<file path="config.mk">
export PLATFORM = sky130hd
export DESIGN_NAME = mult_datapath
export DESIGN_NICKNAME = d
export VERILOG_FILES = /design/src/rtl/mult_datapath.sv
export SDC_FILE = /design/constraint.sdc
export NUM_CORES = 1
export LEC_CHECK = 0
export ABC_CLOCK_PERIOD_IN_PS = 2750
export CORE_MARGIN = 3
export CORE_UTILIZATION = 40
export DETAILED_ROUTE_END_ITERATION = 16
export PLACE_DENSITY = 0.7
export SLEW_MARGIN = 20
export SYNTH_ARGS = -nofsm -noshare
export SYNTH_HDL_FRONTEND = slang
export SYNTH_SLANG_ARGS = --single-unit
</file>
<file path="constraint.sdc">
create_clock -name clk -period 2.75 [get_ports clk]
set_clock_uncertainty 0.2 [all_clocks]
set_input_delay 0.55 -clock clk [delete_from_list [all_inputs] [get_ports clk]]
set_output_delay 0.55 -clock clk [all_outputs]
set_load 0.1 [all_outputs]
</file>
<file path="src/rtl/mult_datapath.sv">
// Datapath for the 8x8 shift-add multiplier: partial-product register, step counter, product capture.
// Define SIGNED_MULT_EN for two's-complement operands (subtract on the final step, arithmetic shift).
module mult_datapath (
  input  logic        clk,
  input  logic        n_reset,
  input  logic [7:0]  multiplicand,
  input  logic [7:0]  multiplier,
  input  logic        RESET,
  input  logic        ADD,
  input  logic        SHIFT,
  input  logic        DECREMENT,
  input  logic        READY,
  output logic [16:0] register,
  output logic [3:0]  count,
  output logic [15:0] product,
  output logic        product_valid
);

  logic [16:0] register_d, register_q;
  logic [3:0]  count_d, count_q;
  logic [15:0] product_d, product_q;
  logic        product_valid_d, product_valid_q;
  logic        ready_prev_d, ready_prev_q;
  logic [7:0]  upper;
  logic [8:0]  sum;
  logic        fill;

  always_comb begin
    upper = register_q[15:8];
`ifdef SIGNED_MULT_EN
    // The multiplier sign bit carries weight -2^7, so the step seen at count 0 subtracts.
    if (ADD) begin
      if (count_q == 4'd0) sum = {upper[7], upper} - {multiplicand[7], multiplicand};
      else                 sum = {upper[7], upper} + {multiplicand[7], multiplicand};
    end else begin
      sum = {upper[7], upper};
    end
    fill = sum[8];
`else
    sum  = ADD ? ({1'b0, upper} + {1'b0, multiplicand}) : {1'b0, upper};
    fill = 1'b0;
`endif

    register_d = register_q;
    if (RESET)      register_d = {9'b0, multiplier};
    else if (SHIFT) register_d = {fill, sum, register_q[7:1]};
    else if (ADD)   register_d = {sum[8], sum[7:0], register_q[7:0]};

    count_d = count_q;
    if (RESET)                              count_d = 4'd7;
    else if (DECREMENT && count_q != 4'd0) count_d = count_q - 4'd1;

    ready_prev_d    = READY;
    product_valid_d = READY & ~ready_prev_q;
    product_d       = product_valid_d ? register_q[15:0] : product_q;
  end

  always_ff @(posedge clk or negedge n_reset) begin
    if (!n_reset) begin
      register_q      <= '0;
      count_q         <= '0;
      product_q       <= '0;
      product_valid_q <= 1'b0;
      ready_prev_q    <= 1'b0;
    end else begin
      register_q      <= register_d;
      count_q         <= count_d;
      product_q       <= product_d;
      product_valid_q <= product_valid_d;
      ready_prev_q    <= ready_prev_d;
    end
  end

  assign register      = register_q;
  assign count         = count_q;
  assign product       = product_q;
  assign product_valid = product_valid_q;

endmodule

</file>
==> impl_metrics.env, run 1 <==
export IMPL_die_y_um=77.28
export IMPL_clockRootBuffer="clkbuf_8"
export IMPL_synth_most_common_cell="dfrtp_1"
export IMPL_fmax_mhz=370.7
export IMPL_startpoint_type="input port"
export IMPL_cp_required_ns=2.73
export IMPL_port_buffers=60
export IMPL_grt_setup_unrepaired="false"
export IMPL_core_um2=4817
export IMPL_slew_viol_final=0
export IMPL_criticalPathCategory="input port to flop"
export IMPL_grt_pass1_wl_mm=7.500
export IMPL_antenna_cells=0
export IMPL_ys_flop_type="dfrtp_1"
export IMPL_die_w_um=77.28
export IMPL_p_leak_nw=1.340
export IMPL_n_fill_cell=448
export IMPL_cellPowerDensity_nw_per_um2=728.0
export IMPL_vias=1621
export IMPL_syn_area_um2=2032
export IMPL_max_slew_margin_pct=61.46
export IMPL_outcome="completed"
export IMPL_synth_warnings=0
export IMPL_synthXorXnorAreaFrac_pct=2.586
export IMPL_viasPerCell=4.942
export IMPL_seq_area_frac_synth_pct=48.03
export IMPL_synth_edf_count=0
export IMPL_clk_latency_ns=0.29
export IMPL_place_congestion=0.7796
export IMPL_ys_ff_latch=39
export IMPL_hp_class="input port to asynchronous set/reset pin"
export IMPL_synth_area_top_cells="dfrtp_1 48%, mux2_1 8.3%, mux2i_1 5.9%, ha_1 5.5%, nand2_1 3.3%"
export IMPL_syn_nets=221
export IMPL_clkSinkCount=39
export IMPL_drt_total_wl_mm=4.417
export IMPL_grt_max_degree=30
export IMPL_cp_end_kind="flop"
export IMPL_cts_buffers=5
export IMPL_area_growth_pct=38.42
export IMPL_num_rows=25
export IMPL_synth_top_family_by_area="multiplexers"
export IMPL_synth_cell_types=35
export IMPL_clock_path_buffers=2
export IMPL_fin_nets=293
export IMPL_dr_pass1_iters=4
export IMPL_cts_tree="yes"
export IMPL_fin_total_pwr_mw=2.048
export IMPL_ir_drop_uv=457.9
export IMPL_synthAdderAreaFrac_pct=6.527
export IMPL_drive_above_1_share_pct=26.82
export IMPL_detail_route_antenna_nets=0
export IMPL_min_period_over_period_pct=98.10
export IMPL_min_period_ns=2.698
export IMPL_fin_setup_tns_ns=0
export IMPL_async_flop_share_pct=100.0
export IMPL_tightest_slew_ns=0.5781
export IMPL_postSynthCellCount=188
export IMPL_die_area_um2=5971
export IMPL_finalHoldViolCount=0
export IMPL_cap_viol_max_count=0
export IMPL_synth_compound_area_share_pct=13.55
export IMPL_drt_iter0_drc=29
export IMPL_synth_top_cell_area_share_pct=48.03
export IMPL_muxShareOfSynthArea_pct=15.33
export IMPL_design_area_um2=2813
export IMPL_antenna_found_initial=0
export IMPL_grt_use_total_pct=15.48
export IMPL_wire_per_inst_um=13.47
export IMPL_cts_htree_levels=2
export IMPL_synth_common_cells="39 x dfrtp_1, 18 x nand2_1, 15 x mux2_1, 14 x nor2_1, 12 x mux2i_1"
export IMPL_synth_simple_gate_area_share_pct=10.84
export IMPL_finalSetupViolations=0
export IMPL_yosysTopAreaCell="dfrtp_1"
export IMPL_post_dp_hpwl_mm=3.327
export IMPL_clk_pin_slew_ns=0.07
export IMPL_finish_utilization_pct=58.39
export IMPL_start_util_pct=42.18
export IMPL_route_detailed_drc=0
export IMPL_grt_pass1_vias=1600
export IMPL_worstPathMaxFanout=2
export IMPL_io_pins=61
export IMPL_crit_arrival_ns=2.68
export IMPL_syn_area_per_cell_um2=10.81
export IMPL_placed_cell_area_um2=2713
export IMPL_overflow=0
-- critical path, stage by stage --
cell and delay, ns:
dlygate4sd2_1 0.23, ha_4 0.13, inv_1 0.05, fa_2 0.39, and2b_1 0.24, o2111ai_2 0.12, o21ai_2 0.10, nor4_1 0.06
or4_4 0.44, a2111oi_4 0.35
-- state kept, by name, summed over array words and instances, names as in the netlist --
register       cells
register          17
count              4
ready_prev_q       1
product_valid      1
product           16
-- per-stage QoR --
stage / hold WS (ns) / worst slack [ns] / cells
2_1_floorplan: 0.05441 / 0.03424 / 188
3_3_place_gp: 0.2755 / -0.4098 / 319
3_5_place_dp: 0.2822 / -0.4355 / 319
4_1_cts: 0.07923 / 0.002282 / 328
5_1_grt: 0.1048 / 0.01014 / 328
6_report: 0.05354 / 0.05231 / 328
-- final cells by class --
cell class                 count  area (um^2)  area share [%]
multi-input combinational    132         1013           36.03
inverter                       9        33.78           1.201
sequential                    39        984.7           35.01
tap                           67        83.83           2.980
timing repair buffer          73        611.8           21.75
clock inverter                 2        12.51          0.4448
clock buffer                   6        72.57           2.580
-- cell families (layout without fill, tap and decap cells) --
group,Yosys count,count (layout)
xor gates and xnor gates,6,6
AOI/OAI and AO/OA,39,39
DFF,39,39
buffers and inverters,17,90
adders and majority gates,10,10
and+or+nand+nor,48,48
muxes,29,29
-- path summary, 6_finish.rpt --
path / startpoint / to / slack, ns / cells after the start
worst min register to register: product[11]$_DFFE_PN0P_ / product[11]$_DFFE_PN0P_ / 0.29 / 1
worst min-delay path: n_reset / product[2]$_DFFE_PN0P_ / 0.05 / 1
max in group asynchronous: n_reset / count[2]$_DFFE_PN0P_ / 1.76 / 2
worst max register to register: register[8]$_DFFE_PN0P_ / register[15]$_DFFE_PN0P_ / 0.10 / 9
min in group clk: product[11]$_DFFE_PN0P_ / product[11]$_DFFE_PN0P_ / 0.29 / 1
worst max-delay path: multiplicand[0] / register[15]$_DFFE_PN0P_ / 0.05 / 10
-- report_power, final --
group          switching [mW]  total (mW)  leakage [nW]  internal [mW]
Clock                   0.195       0.373        0.0412          0.177
Sequential             0.0527       0.700         0.482          0.647
Combinational           0.720       0.975         0.817          0.255
-- cells in the final DEF (no fill, tap or decap), drive strengths merged, types with 5 or more instances in the layout --
cell type      count
ha                 9
mux2              17
clkbuf             6
nor2              14
inv                9
nand2             18
buf               52
clkdlybuf4s50     19
nand3              5
mux2i             12
dfrtp             39
a21oi              7
a211oi             6
xnor2              6
o21ai             14
-- what timing repair did --
| action | in CTS | in global routing |
|---|---|---|
| gates cloned | 0 | 0 |
| pin swaps | 1 | 0 |
| buffers inserted | 1 | 0 |
| endpoints found under the setup margin | 2 | 3 |
| hold buffers | 0 | 0 |
| gates resized for setup | 1 | 2 |
-- layer usage --
| metal | global-route usage, % | vias to the layer above | wire (um) | part of all wire, % |
|---|---|---|---|---|
| met5 | 0 | - | 0 | 0 |
| met4 | 5.338 | 0 | 31 | 0.70 |
| met3 | 3.991 | 4 | 246 | 5.6 |
| met2 | 24.87 | 41 | 2167 | 49 |
| met1 | 20.22 | 771 | 1973 | 45 |
| li1 | - | 805 | - | - |
(Power assumes the default switching activity.)
==> run 2, diff against run 1 <==
--- a/config.mk
+++ b/config.mk
@@ -6,6 +6,7 @@
 export NUM_CORES = 1
 export LEC_CHECK = 0
 export ABC_CLOCK_PERIOD_IN_PS = 2750
+export CORE_ASPECT_RATIO = 1.25
 export CORE_MARGIN = 3
 export CORE_UTILIZATION = 40
 export DETAILED_ROUTE_END_ITERATION = 16
==> run 2 against run 1 <==
  * Cell count is 1.5% lower
  * Utilization is 0.23 points higher
  * Total power is 5.7% higher
  * Clock power is 29% higher
  * Clock-buffer cell count is 1 lower
  * Worst setup slack better by 0.10 ns
  * Non-clock buffer count is 2 higher
  * Largest cell class unchanged
==> impl_metrics.env, run 2 (same netlist as run 1, synthesis figures left out) <==
export IMPL_grt_use_total_pct=16.11
export IMPL_overflow=0
export IMPL_clk_latency_ns=0.29
export IMPL_largest_reg_flops=17
export IMPL_die_y_um=85.69
export IMPL_clkSinkCount=39
export IMPL_hp_class="input port to asynchronous set/reset pin"
export IMPL_min_period_ns=2.595
export IMPL_post_dp_hpwl_mm=3.447
export IMPL_rr_startpoint="register[8]$_DFFE_PN0P_"
export IMPL_fmax_mhz=385.4
export IMPL_cp_required_ns=2.74
export IMPL_criticalPathCategory="input port to flop"
export IMPL_die_w_um=69.75
export IMPL_worst_path_max_delay_cell="or4_4"
export IMPL_grt_setup_unrepaired="false"
export IMPL_cap_viol_max_count=0
export IMPL_drt_total_wl_mm=4.610
export IMPL_fin_nets=295
export IMPL_n_fill_cell=442
export IMPL_slew_viol_final=0
export IMPL_p_leak_nw=1.355
export IMPL_startpoint_type="input port"
export IMPL_crit_chain="dlygate4sd2_1 > ha_4 > inv_1 > fa_2 > and2b_1 > o2111ai_1 > o21ai_2 > nor4_1 > or4_4 > a2111oi_4"
export IMPL_drive_above_1_share_pct=28.52
export IMPL_min_period_over_period_pct=94.36
export IMPL_num_rows=28
export IMPL_crit_arrival_ns=2.58
export IMPL_final_common_cell="buf_4"
export IMPL_cellPowerDensity_nw_per_um2=763.6
export IMPL_detail_route_antenna_nets=0
export IMPL_antenna_found_initial=0
export IMPL_outcome="completed"
export IMPL_switchingPower_mw=0.9887
export IMPL_viasPerCell=5.074
export IMPL_placed_cell_area_um2=2706
export IMPL_fin_setup_tns_ns=0
export IMPL_clock_path_buffers=2
export IMPL_tightest_slew_ns=0.6078
export IMPL_grt_pass1_vias=1688
export IMPL_cts_buffers=5
export IMPL_max_slew_margin_pct=59.48
export IMPL_slowest_delay_ns=0.44
export IMPL_core_um2=4835
export IMPL_port_buffers=60
export IMPL_area_growth_pct=39.47
export IMPL_die_area_um2=5977
export IMPL_dr_pass1_iters=4
export IMPL_grt_pass1_wl_mm=7.859
export IMPL_design_area_um2=2834
export IMPL_seqPwrFrac_pct=32.4
export IMPL_worstPathMaxFanout=2
export IMPL_pwr_share_clk_pct=22.2
export IMPL_start_util_pct=42.03
export IMPL_p_sw_share_pct=45.69
export IMPL_critPathLaunch="multiplicand[0]"
export IMPL_ir_drop_uv=553.3
export IMPL_antenna_cells=0
export IMPL_route_detailed_drc=0
export IMPL_finalSetupViolations=0
export IMPL_ctsHoldBuffers=0
export IMPL_vias=1639
export IMPL_final_cell_mix="53 x buf_4, 36 x dfrtp_1, 19 x clkdlybuf4s50_1"
export IMPL_cts_htree_levels=2
export IMPL_grt_max_degree=30
export IMPL_io_pins=61
export IMPL_cts_tree="yes"
export IMPL_drt_iter0_drc=39
export IMPL_cp_end_kind="flop"
export IMPL_finalHoldViolCount=0
export IMPL_pwr_share_comb_pct=45.4
export IMPL_wire_per_inst_um=14.27
export IMPL_place_congestion=0.8211
export IMPL_clk_pin_slew_ns=0.08
export IMPL_p_int_mw=1.175
export IMPL_clockRootBuffer="clkbuf_8"
run 2: per-layer routing:
metal  track usage [%]  up-vias  wire [um]
li1                  -      813          -
met1             19.65      784       2016
met3             3.751        8        197
met4             6.620        0         85
met2             27.52       34       2310
met5                 0        -          0
run 2: per-stage QoR:
step                      cells  hold WS, ns  setup slack [ns]  power, mW  util (%)
final                       323      0.05425            0.1550      2.164     58.62
after global routing        323      0.09671           0.04821      2.261     58.62
after CTS                   323      0.07831           0.09317      2.187     58.62
after detailed placement    314       0.2828           -0.4328      1.694     55.98
after global placement      314       0.2765           -0.3863      1.686     55.98
after floorplan             188      0.05441           0.03424      1.444         -
run 2: power by group through the flow:
stage	logic (mW)	clock network, mW	registers [mW]
after floorplan	0.215	0	1.23
after global placement	0.973	0	0.713
after detailed placement	0.979	0	0.715
after CTS	0.989	0.494	0.704
after global routing	1.03	0.518	0.714
final	0.982	0.481	0.702
run 2: final timing paths:
kind / end / slack, ns / depth (start not counted)
worst max-delay path: register[15]$_DFFE_PN0P_ / 0.16 / 10
worst min-delay path: product[9]$_DFFE_PN0P_ / 0.05 / 1
worst max register to register: register[15]$_DFFE_PN0P_ / 0.19 / 9
worst min register to register: product[4]$_DFFE_PN0P_ / 0.29 / 1
max in group asynchronous: product[14]$_DFFE_PN0P_ / 1.74 / 2
min in group clk: product[4]$_DFFE_PN0P_ / 0.29 / 1
run 2: layout make-up:
class,count,area (um^2),area share [%]
repair buffers,75,610.6,21.55
well taps,60,75.07,2.649
multi-input cells,132,1017,35.89
inverters,9,33.78,1.192
clock buffers,5,68.82,2.428
clock inverters,3,43.79,1.545
flip-flops and latches,39,984.7,34.75
run 2: worst max-delay path, delay by kind of cell:
kind            cells  cell delay (ns)
simple gates        3             0.72
compound gates      3             0.57
fa+ha+maj           2             0.46
buf+inv             2             0.28
run 2: repair_timing:
| item | in CTS | in global routing |
|---|---|---|
| pin swaps | 2 | 2 |
| setup endpoints to repair | 1 | 1 |
| resized for setup | 5 | 0 |
| setup buffers | 1 | 0 |
| hold endpoints to repair | 0 | 0 |
==> run 3, diff against run 2 <==
--- a/config.mk
+++ b/config.mk
@@ -5,6 +5,7 @@
 export SDC_FILE = /design/constraint.sdc
 export NUM_CORES = 1
 export LEC_CHECK = 0
+export ABC_AREA = 1
 export ABC_CLOCK_PERIOD_IN_PS = 2750
 export CORE_ASPECT_RATIO = 1.25
 export CORE_MARGIN = 3
==> run 3 against run 2 <==
  * Worst setup slack improved by 0.28 ns
  * Register-to-register slack improved by 0.59 ns
  * Critical path depth increased by 4
  * Largest power group unchanged
  * Synthesized area increased by 0.68%
  * Flip-flop and latch count unchanged
==> impl_metrics.env, run 3 <==
export IMPL_num_rows=28
export IMPL_detail_route_antenna_nets=0
export IMPL_design_area_um2=2719
export IMPL_ir_drop_uv=428.1
export IMPL_pwr_share_comb_pct=42.5
export IMPL_outcome="completed"
export IMPL_finalHoldViolCount=0
export IMPL_dr_pass1_iters=4
export IMPL_min_period_ns=2.310
export IMPL_start_util_pct=42.31
export IMPL_post_cts_buffers=0
export IMPL_post_dp_hpwl_mm=3.727
export IMPL_worstPathMaxFanout=3
export IMPL_post_cts_resized=0
export IMPL_pwr_share_clk_pct=23.5
export IMPL_viasPerCell=4.890
export IMPL_finish_utilization_pct=56.24
export IMPL_syn_area_per_cell_um2=7.899
export IMPL_syn_nets=292
export IMPL_clockRootBuffer="clkbuf_8"
export IMPL_ys_ff_latch=39
export IMPL_grt_use_total_pct=16.68
export IMPL_fin_total_pwr_mw=2.011
export IMPL_syn_area_um2=2046
export IMPL_slew_viol_final=0
export IMPL_final_cell_mix="96 x nand2_1, 41 x buf_4, 39 x dfrtp_1"
export IMPL_ys_flop_type="dfrtp_1"
export IMPL_hp_class="input port to asynchronous set/reset pin"
export IMPL_finalSetupViolations=0
export IMPL_cts_htree_levels=2
export IMPL_vias=1873
export IMPL_drt_total_wl_mm=4.882
export IMPL_seqPwrFrac_pct=34.1
export IMPL_synth_most_common_cell="nand2_1"
export IMPL_grt_setup_unrepaired="false"
export IMPL_grt_pass1_wl_mm=8.176
export IMPL_synth_area_top_cells="dfrtp_1 48%, nand2_1 18%, ha_1 5.5%, nand3_1 5.1%, inv_1 3.7%"
export IMPL_cp_required_ns=2.73
export IMPL_postSynthCellCount=259
export IMPL_wire_per_inst_um=12.75
export IMPL_clock_path_buffers=2
export IMPL_max_slew_margin_pct=42.26
export IMPL_crit_arrival_ns=2.30
export IMPL_cts_tree="yes"
export IMPL_antenna_found_initial=0
export IMPL_clk_latency_ns=0.29
export IMPL_route_detailed_drc=0
export IMPL_area_growth_pct=32.91
export IMPL_final_common_cell="nand2_1"
export IMPL_place_inst=375
export IMPL_synth_cell_types=28
export IMPL_cp_end_kind="flop"
export IMPL_startpoint_type="input port"
export IMPL_clk_pin_slew_ns=0.08
export IMPL_grt_pass1_vias=1793
export IMPL_async_flop_share_pct=100.0
export IMPL_pre_cts_ws_ns=0.1426
export IMPL_grt_max_degree=40
export IMPL_largest_reg_flops=17
export IMPL_io_pins=61
export IMPL_fin_nets=355
export IMPL_drive_above_1_share_pct=18.58
export IMPL_ctsHoldBuffers=0
export IMPL_synth_edf_count=0
export IMPL_yosysTopAreaCell="dfrtp_1"
export IMPL_core_um2=4835
export IMPL_seq_area_frac_synth_pct=47.71
export IMPL_placed_cell_area_um2=2606
export IMPL_p_leak_nw=1.437
export IMPL_die_area_um2=6014
export IMPL_cap_viol_max_count=0
export IMPL_min_period_over_period_pct=84.02
export IMPL_switchingPower_mw=0.9087
export IMPL_cellPowerDensity_nw_per_um2=739.6
export IMPL_antenna_cells=0
export IMPL_port_buffers=60
export IMPL_fin_setup_tns_ns=0
export IMPL_overflow=0
export IMPL_drt_iter0_drc=96
export IMPL_cts_buffers=5
export IMPL_fmax_mhz=432.8
export IMPL_p_sw_share_pct=45.19
export IMPL_die_w_um=69.97
export IMPL_clkSinkCount=39
export IMPL_whs_ns=0.1665
export IMPL_setup_ws_ns=0.4396
export IMPL_criticalPathCategory="input port to flop"
export IMPL_tightest_slew_ns=0.8660
export IMPL_synth_warnings=0
export IMPL_place_congestion=0.8542
export IMPL_synth_top_cell_area_share_pct=47.71
export IMPL_p_int_mw=1.102
export IMPL_synth_common_cells="96 x nand2_1, 39 x dfrtp_1, 21 x nand3_1, 20 x inv_1, 19 x nor2_1"
export IMPL_layoutNonFillerInstCount=383
export IMPL_die_y_um=85.96
[run 3: worst paths after layout]
kind                                         startpoint                        to  slack, ns  depth (start not counted)
worst max-delay path                    multiplicand[0]  register[13]$_DFFE_PN0P_       0.44                         14
worst min-delay path                            n_reset   product[10]$_DFFE_PN0P_       0.17                          1
worst max register to register  register[8]$_DFFE_PN0P_  register[13]$_DFFE_PN0P_       0.78                         13
worst min register to register  product[14]$_DFFE_PN0P_   product[14]$_DFFE_PN0P_       0.27                          2
max in group asynchronous                       n_reset   register[3]$_DFFE_PN0P_       1.64                          1
min in group clk                product[14]$_DFFE_PN0P_   product[14]$_DFFE_PN0P_       0.27                          2
[run 3: power by group through the flow]
stage               registers (mW)  clock network [mW]  logic, mW
floorplan                     1.14                   0      0.200
global placement             0.696                   0      0.851
detailed placement           0.697                   0      0.858
CTS                          0.686               0.481      0.859
global route                 0.695               0.508      0.904
finish                       0.685               0.472      0.854
[run 3: logic make-up after synthesis]
kind of cell             count (synthesis)  synth area share (%)
flip-flops                              39                 47.71
buffers and inverters                   32                 6.421
AND/OR/NAND/NOR                        146                 29.97
adder cells (fa/ha/maj)                 10                 6.483
AO/OA/AOI/OAI                           32                 9.420
[run 3: worst max-delay path, cell delays in order]
cell             delay [ns]
clkdlybuf4s50_1        0.46
ha_1                   0.16
inv_1                  0.05
fa_1                   0.35
inv_1                  0.10
nand2_1                0.08
nand2_1                0.07
nand3_1                0.08
nand2_1                0.07
nand2_1                0.04
nand3_1                0.08
nand3_1                0.09
nand2_1                0.08
nor2_1                 0.04
[run 3: final cells by class]
class,instances,area [um^2]
Clock buffer,5,68.82
Sequential cell,39,975.9
Multi-Input combinational cell,188,938.4
Tap cell,60,75.07
Inverter,25,93.84
Fill cell,487,2116
Timing Repair Buffer,63,523.0
Clock inverter,3,43.79
[run 3: layer usage]
layer,vias to the layer above,share of wire [%],GRT usage (%)
met5,-,0,0
met4,0,0.86,4.181
met3,5,5.6,4.924
met2,40,51,29.66
met1,869,42,19.72
li1,959,-,-
